===== config.mk =====
export PLATFORM = sky130hd
export DESIGN_NAME = exc_ctrl
export DESIGN_NICKNAME = d
export VERILOG_FILES = /design/src/rtl/exc_ctrl.sv
export SDC_FILE = /design/constraint.sdc
export NUM_CORES = 1
export LEC_CHECK = 0
export ABC_AREA = 1
export BUFFER_PORTS_ARGS = -buffer_cell sky130_fd_sc_hd__buf_2
export CORE_UTILIZATION = 27
export DETAILED_ROUTE_END_ITERATION = 16
export PLACE_DENSITY = 0.49
export SYNTH_ARGS = -nofsm -noshare
export SYNTH_HDL_FRONTEND = slang
export SYNTH_SLANG_ARGS = --single-unit

===== constraint.sdc =====
create_clock -name clk -period 3 [get_ports clk]
set_input_delay 0.3 -clock clk [delete_from_list [all_inputs] [get_ports clk]]
set_output_delay 0.3 -clock clk [all_outputs]
set_load 0.01 [all_outputs]

===== src/rtl/exc_ctrl.sv =====
// Exception/interrupt initiator: arbitrates MEM-stage exceptions, ERET and interrupts,
// pulses CP0 for one cycle, flushes the pipeline, then hands a redirect PC to fetch.
module exc_ctrl #(
    parameter logic [31:0] EXC_VECTOR   = 32'hBFC00380,
    parameter int          FLUSH_CYCLES = 2
) (
    input  logic        clk,
    input  logic        rst,
    input  logic        mem_valid_i,
    input  logic [31:0] mem_pc_i,
    input  logic        mem_delayslot_i,
    input  logic [31:0] mem_addr_i,
    input  logic        exc_syscall_i,
    input  logic        exc_break_i,
    input  logic        exc_overflow_i,
    input  logic        exc_adel_i,
    input  logic        exc_ades_i,
    input  logic        eret_i,
    input  logic [31:0] status_i,
    input  logic [31:0] cause_i,
    input  logic [31:0] epc_i,
    output logic        syscall_flag_o,
    output logic        break_flag_o,
    output logic        overflow_flag_o,
    output logic        address_read_error_flag_o,
    output logic        address_write_error_flag_o,
    output logic        eret_flag_o,
    output logic        int_flag_o,
    output logic        delayslot_flag_o,
    output logic [31:0] current_pc_addr_o,
    output logic [31:0] badaddr_o,
    output logic        flush_o,
    output logic        redirect_valid_o,
    input  logic        redirect_ready_i,
    output logic [31:0] redirect_pc_o,
    output logic        busy_o
);

    localparam logic [1:0] S_IDLE     = 2'd0;
    localparam logic [1:0] S_COMMIT   = 2'd1;
    localparam logic [1:0] S_FLUSH    = 2'd2;
    localparam logic [1:0] S_REDIRECT = 2'd3;
    localparam logic [3:0] LAST_CNT   = 4'(FLUSH_CYCLES - 1);

    // One-hot selection, bit order {int, adel, ovf, syscall, break, ades, eret}
    logic [1:0]  state_q, state_d;
    logic [6:0]  sel_q, sel_d;
    logic [31:0] pc_q, pc_d;
    logic        ds_q, ds_d;
    logic [31:0] addr_q, addr_d;
    logic [3:0]  cnt_q, cnt_d;
    logic [31:0] redirect_pc_q, redirect_pc_d;

    logic        int_pend;
    logic [6:0]  sel_now;
    logic        in_commit;

    assign int_pend = status_i[0] & ~status_i[1] & (|(cause_i[15:8] & status_i[15:8]));

    // NOTE: every variable gets a default at the top of always_comb so no latch is inferred.
    always_comb begin
        sel_now = '0;
        if (int_pend)            sel_now[6] = 1'b1;
        else if (exc_adel_i)     sel_now[5] = 1'b1;
        else if (exc_overflow_i) sel_now[4] = 1'b1;
        else if (exc_syscall_i)  sel_now[3] = 1'b1;
        else if (exc_break_i)    sel_now[2] = 1'b1;
        else if (exc_ades_i)     sel_now[1] = 1'b1;
        else if (eret_i)         sel_now[0] = 1'b1;
    end

    always_comb begin
        state_d       = state_q;
        sel_d         = sel_q;
        pc_d          = pc_q;
        ds_d          = ds_q;
        addr_d        = addr_q;
        cnt_d         = cnt_q;
        redirect_pc_d = redirect_pc_q;
        case (state_q)
            S_IDLE: begin
                if (mem_valid_i && (|sel_now)) begin
                    state_d = S_COMMIT;
                    sel_d   = sel_now;
                    pc_d    = mem_pc_i;
                    ds_d    = mem_delayslot_i;
                    addr_d  = mem_addr_i;
                end
            end
            S_COMMIT: begin
                state_d = S_FLUSH;
                cnt_d   = 4'd0;
            end
            S_FLUSH: begin
                // EPC was written by CP0 at the end of COMMIT, so epc_i is valid here
                if (cnt_q == LAST_CNT) begin
                    state_d       = S_REDIRECT;
                    redirect_pc_d = sel_q[0] ? epc_i : EXC_VECTOR;
                end else begin
                    cnt_d = cnt_q + 4'd1;
                end
            end
            default: begin
                if (redirect_ready_i) state_d = S_IDLE;
            end
        endcase
    end

    // NOTE: sequential state uses non-blocking assignments only; reset is synchronous.
    always_ff @(posedge clk) begin
        if (rst) begin
            state_q       <= S_IDLE;
            sel_q         <= '0;
            pc_q          <= '0;
            ds_q          <= 1'b0;
            addr_q        <= '0;
            cnt_q         <= '0;
            redirect_pc_q <= '0;
        end else begin
            state_q       <= state_d;
            sel_q         <= sel_d;
            pc_q          <= pc_d;
            ds_q          <= ds_d;
            addr_q        <= addr_d;
            cnt_q         <= cnt_d;
            redirect_pc_q <= redirect_pc_d;
        end
    end

    assign in_commit = (state_q == S_COMMIT);

    assign int_flag_o                 = in_commit & sel_q[6];
    assign address_read_error_flag_o  = in_commit & sel_q[5];
    assign overflow_flag_o            = in_commit & sel_q[4];
    assign syscall_flag_o             = in_commit & sel_q[3];
    assign break_flag_o               = in_commit & sel_q[2];
    assign address_write_error_flag_o = in_commit & sel_q[1];
    assign eret_flag_o                = in_commit & sel_q[0];
    assign delayslot_flag_o           = in_commit & ds_q;
    assign current_pc_addr_o          = in_commit ? pc_q : 32'd0;
    assign badaddr_o                  = in_commit ? addr_q : 32'd0;

    assign flush_o          = (state_q != S_IDLE);
    assign busy_o           = (state_q != S_IDLE);
    assign redirect_valid_o = (state_q == S_REDIRECT);
    assign redirect_pc_o    = redirect_pc_q;

endmodule

## Word level (Yosys, flattened, before mapping)

Index checks and enable logic that the tools add are counted.

- $add $sub $neg: 1
- $mul: 0
- Div/mod/pow operators: 0
- Magnitude comparators: 0
- Equality and inequality tests: 7
- Shift-type cells: 0
- Mux-type cells: 22
- Bitwise gates (word level): 12
- Reduce and logical (&&, ||, !) cells: 11

Operators by type and width:

| kind | number |
|---|---|
| $mux W32 | 3 |
| $and A1 B1 Y1 | 10 |
| $and A8 B8 Y8 | 1 |
| $mux W1 | 8 |
| $mux W2 | 4 |
| $mux W4 | 2 |
| $pmux W4 S2 | 1 |
| $reduce_or A8 Y1 | 1 |
| $reduce_or A7 Y1 | 1 |
| $mux W6 | 1 |
| $ne A2 B2 Y1 const B | 3 |
| $pmux W2 S3 | 1 |
| $reduce_and A2 Y1 | 3 |
| $mux W5 | 1 |
| $add A4 B1 Y4 const B | 1 |
| $eq A2 B2 Y1 const B | 2 |
| $eq A4 B1 Y1 const B | 1 |
| $reduce_bool A2 Y1 | 2 |
| $reduce_bool A4 Y1 | 1 |
| $mux W3 | 1 |
| $reduce_and A3 Y1 | 1 |
| $eq A2 B1 Y1 const B | 1 |
| $logic_not A2 Y1 | 1 |
| $logic_and A1 B1 Y1 | 1 |
| $not A1 Y1 | 1 |

- Register bits after elaboration: 110
- Bits in latches: 0
- Bits in writable memories: 0
- Bits in read-only memories: 0
- Bits of input ports: 171
- Output and inout bits: 107
- Logic and storage cells: 60
- Memories: 0

## Depth between registers and ports, before layout

- Depth in word-level cells: 11
- Mapped depth: 12
- Gate-level depth less buffers: 11

## Least setup slack after synthesis

OpenSTA, ideal clock, no wires.

- Path kind: register to register
- Start point: reg state_q[0]
- End point: reg redirect_pc_q[22] (netlist: redirect_pc_o[22])
- Setup time: 134 ps
- Arrival time: 1321 ps
- Required time: 2866 ps
- Path slack: 1546 ps
- Cell stages (with the launch flop): 7
- Path buffers: 1
- Clock period less this slack: 1454 ps
- Cells stage by stage: dfxtp_1 > inv_1 > ha_1 > nand3_1 > clkbuf_1 > o21bai_1 > a21oi_1

- Longest elaborated chain between the ends: 2

Ends and longest elaborated chain:

| what | line | text |
|---|---|---|
| from (decl) | 46 | `logic [1:0] state_q, state_d;` |
| from (signal assigned) | 120 | `state_q <= state_d;` |
| $eq A2 B2 Y1 | 80 | `case (state_q)` |
| $reduce_and A2 Y1 (no source line) | n/a |  |
| to (signal assigned) | 126 | `redirect_pc_q <= redirect_pc_d;` |
| to (decl) | 52 | `logic [31:0] redirect_pc_q, redirect_pc_d;` |

Every way passes these cells.
A chain may end at the register's enable or synchronous reset.

## Worst setup path in the final report

- Start point: reg state_q[0]
- End point: reg redirect_pc_q[13] (netlist: redirect_pc_o[13])

Same word-level chain as after synthesis.

==> impl_metrics.toml <==
[yosys]
avgSynthCellArea_um2 = 7.672
yosys_register_bits = 110
syn_area_mm2 = 0.005370
synth_fp_nets = 878
syn-instance-count = 700
yosysUniqueCellTypes = 29
yosysSeqAreaShare_pct = 41.01
yosysWarnings = 0

[placement]
dpl.cell_count = 1159
place_area_mm2 = 0.006638
dpl.hpwl_um = 10040
place_congestion = 0.6788
numPortBuffers = 231

[timing]
finalCriticalPeriod_ns = 2.241
rsz0062_at_grt = "no"
period_share_pct = 74.69
hold_viol_final = 0
fin_worst_skew_ns = 0.006866
tns_ns = 0
tightest_slew_ns = 1.021
slew_headroom_pct = 31.83
finalSetupViolCount = 0
whs_ns = 0.1892
slew_violations = 0
max_clock_freq_ghz = 0.4463

[critical_path]
cp_max_fo = 64
worstReg2RegStart = "state_q[0]$_SDFFE_PP0P_"
cp-start-kind = "flop"
crit_path_top_delay_cell = "nand3_2"
crit_start = "state_q[0]$_SDFFE_PP0P_"
worstRegToRegCells = 5
cp.arrival_ns = 2.52
cp_slowest_stage_delay_ns = 0.81
crit_required_ns = 3.28
critPathKind = "flop to flop"
worstPathCellList = "inv_1 -> ha_1 -> nand3_2 -> nand3b_1 -> a21oi_1"
r2r_setup_slack_ns = 0.76
r2r-end = "redirect_pc_o[13]$_SDFFE_PP0P_"
endpoint_kind = "flop"
critPathCapture = "redirect_pc_o[13]$_SDFFE_PP0P_"

[global_routing]
antenna_found_initial = 3
grt_pass1_vias = 4648
overflow = 0
grt_usage_pct = 14.24
busiest_layer = "met2"
met2_usage_pct = 23.57
grt_max_degree = 74
grt_pass1_wl_um = 22690
grtUsageMet3_pct = 5.500
met1_usage_pct = 16.86

[floorplan]
die_x_um = 143.0
initial_core_util_pct = 27.59
die_h_um = 143.0
pin_count = 278
rows = 51
dieArea_mm2 = 0.02046
core_area_mm2 = 0.01946

[clock_tree]
cts_buffers = 9
cts-resized-gates = 0
cts_tree = "done"
clk_latency_ns = 0.35
post_cts_buffers = 0
cts_sinks = 110
clockBufferDepth = 2
htree_levels = 3
cts-root-buf = "clkbuf_16"
hold_buffers = 0
clk_pin_slew_worst_paths_ns = 0.08

[layout]
syn2layout_area_growth_pct = 29.71
fin_nets = 1083
fin_area_mm2 = 0.006965
post-route-util_pct = 35.79
instances_no_fill = 1178
layout_commonest_cell = "buf_2"
layout.cells.most_common_list = "buf_2, nand2_1, dfxtp_1"
layout-drive-gt1-share_pct = 43.74

[drt]
firstDrtPassIters = 4
wl_per_cell_um = 12.22
drc_errors = 0
ant_nets = 0
detail_route.vias_per_cell = 4.128
vias = 4863
first_iter_violations = 129
routed_wl_um = 14400

[job]
maxCapViolCount = 0

[power_and_ir_drop]
vdd_ir_drop_max_mv = 0.3168
cellLeakagePower_nw = 3.604
powerDensity_mw_per_mm2 = 653.9

[min_path]
min_path_type = "primary input to flop"

[status]
status = "finished, final reports clean"
[cells in the mapped netlist]
| master | count | share of area (%) |
|---|---|---|
| nand2_1 | 199 | 14 |
| dfxtp_1 | 110 | 41 |
| inv_1 | 90 | 6.3 |
| nand2_2 | 70 | 8.2 |
| a21oi_2 | 68 | 11 |
| a21oi_1 | 37 | 3.4 |
| nand3b_1 | 22 | 3.1 |
| clkbuf_1 | 18 | 1.3 |
| nor2_1 | 17 | 1.2 |
| o21bai_1 | 13 | 1.8 |
| buf_2 | 10 | 0.93 |
| buf_1 | 8 | 0.56 |
| buf_12 | 8 | 3.0 |
| ha_1 | 7 | 1.6 |
| nand3_1 | 5 | 0.47 |
| nand4_1 | 3 | 0.35 |
| o21ai_0 | 2 | 0.19 |
| o21ai_1 | 2 | 0.19 |
| a211oi_1 | 1 | 0.14 |
| and3_1 | 1 | 0.12 |
| buf_4 | 1 | 0.14 |
| clkinv_1 | 1 | 0.070 |
| inv_2 | 1 | 0.070 |
| nand3_4 | 1 | 0.33 |
| nor2_2 | 1 | 0.12 |
| nor3_1 | 1 | 0.093 |
| o22ai_1 | 1 | 0.12 |
| or2_2 | 1 | 0.12 |
| xor2_1 | 1 | 0.16 |
[state kept, by name, indices dropped and copies added (netlist names)]
name           count
pc_q              32
redirect_pc_o     32
cnt_q              4
addr_q            32
state_q            2
ds_q               1
sel_q              7
[worst min-delay path by stage]
stage                                    from                        endpoint  cells past startpoint
3_5_place_dp   redirect_pc_o[12]$_SDFFE_PP0P_  redirect_pc_o[12]$_SDFFE_PP0P_                      2
6_report                       mem_addr_i[24]         addr_q[24]$_SDFFE_PP0P_                      3
3_3_place_gp   redirect_pc_o[11]$_SDFFE_PP0P_  redirect_pc_o[11]$_SDFFE_PP0P_                      2
2_1_floorplan         addr_q[10]$_SDFFE_PP0P_         addr_q[10]$_SDFFE_PP0P_                      2
4_1_cts                         mem_addr_i[3]          addr_q[3]$_SDFFE_PP0P_                      3
5_1_grt                        mem_addr_i[28]         addr_q[28]$_SDFFE_PP0P_                      3
[through the flow]
step	total power, W	setup slack (ns)
after floorplan	0.002999	1.546
after global placement	0.003326	0.7120
after detailed placement	0.003322	0.7108
after CTS	0.004666	0.6854
after global routing	0.004883	0.4634
final	0.004554	0.7593
[kinds of logic (layout without fill, tap and decap cells)]
logic type                 after synthesis  after routing  synth area share, %
xor gates and xnor gates                 1              1               0.1631
and+or+nand+nor                        321            321                27.91
buffers and inverters                  137            347                12.30
other                                    0              3                    0
AOI/OAI and AO/OA                      124            124                16.99
DFF                                    110            110                41.01
adders and majority gates                7              7                1.631
[layout make-up]
| class | instances | area (um^2) |
|---|---|---|
| Tap cell | 265 | 331.6 |
| Multi-Input combinational cell | 453 | 2515 |
| Fill cell | 2145 | 12500 |
| Inverter | 92 | 345.3 |
| Antenna cell | 3 | 7.507 |
| Clock buffer | 10 | 229.0 |
| Clock inverter | 6 | 91.34 |
| Timing Repair Buffer | 239 | 1244 |
| Sequential cell | 110 | 2202 |
[power breakdown]
| part | switching, W | leakage [nW] | total [W] | internal, W |
|---|---|---|---|---|
| sequential | 0.000140 | 0.897 | 0.00182 | 0.00168 |
| combinational | 0.000926 | 2.55 | 0.00144 | 0.000511 |
| clock | 0.000562 | 0.157 | 0.00130 | 0.000739 |
[metal layers]
| metal | routed length [um] | up-vias |
|---|---|---|
| met2 | 6427 | 144 |
| li1 | - | 2561 |
| met5 | 0 | - |
| met3 | 1238 | 14 |
| met4 | 166 | 0 |
| met1 | 6566 | 2144 |
[critical path, delay by kind of cell (launching register included)]
family	cells	cell delay, ns
buf+inv	1	0.09
compound gates	1	0.14
simple gates	2	1.31
flops	1	0.36
fa+ha+maj	1	0.26
Power figures use the tool's default switching activity.
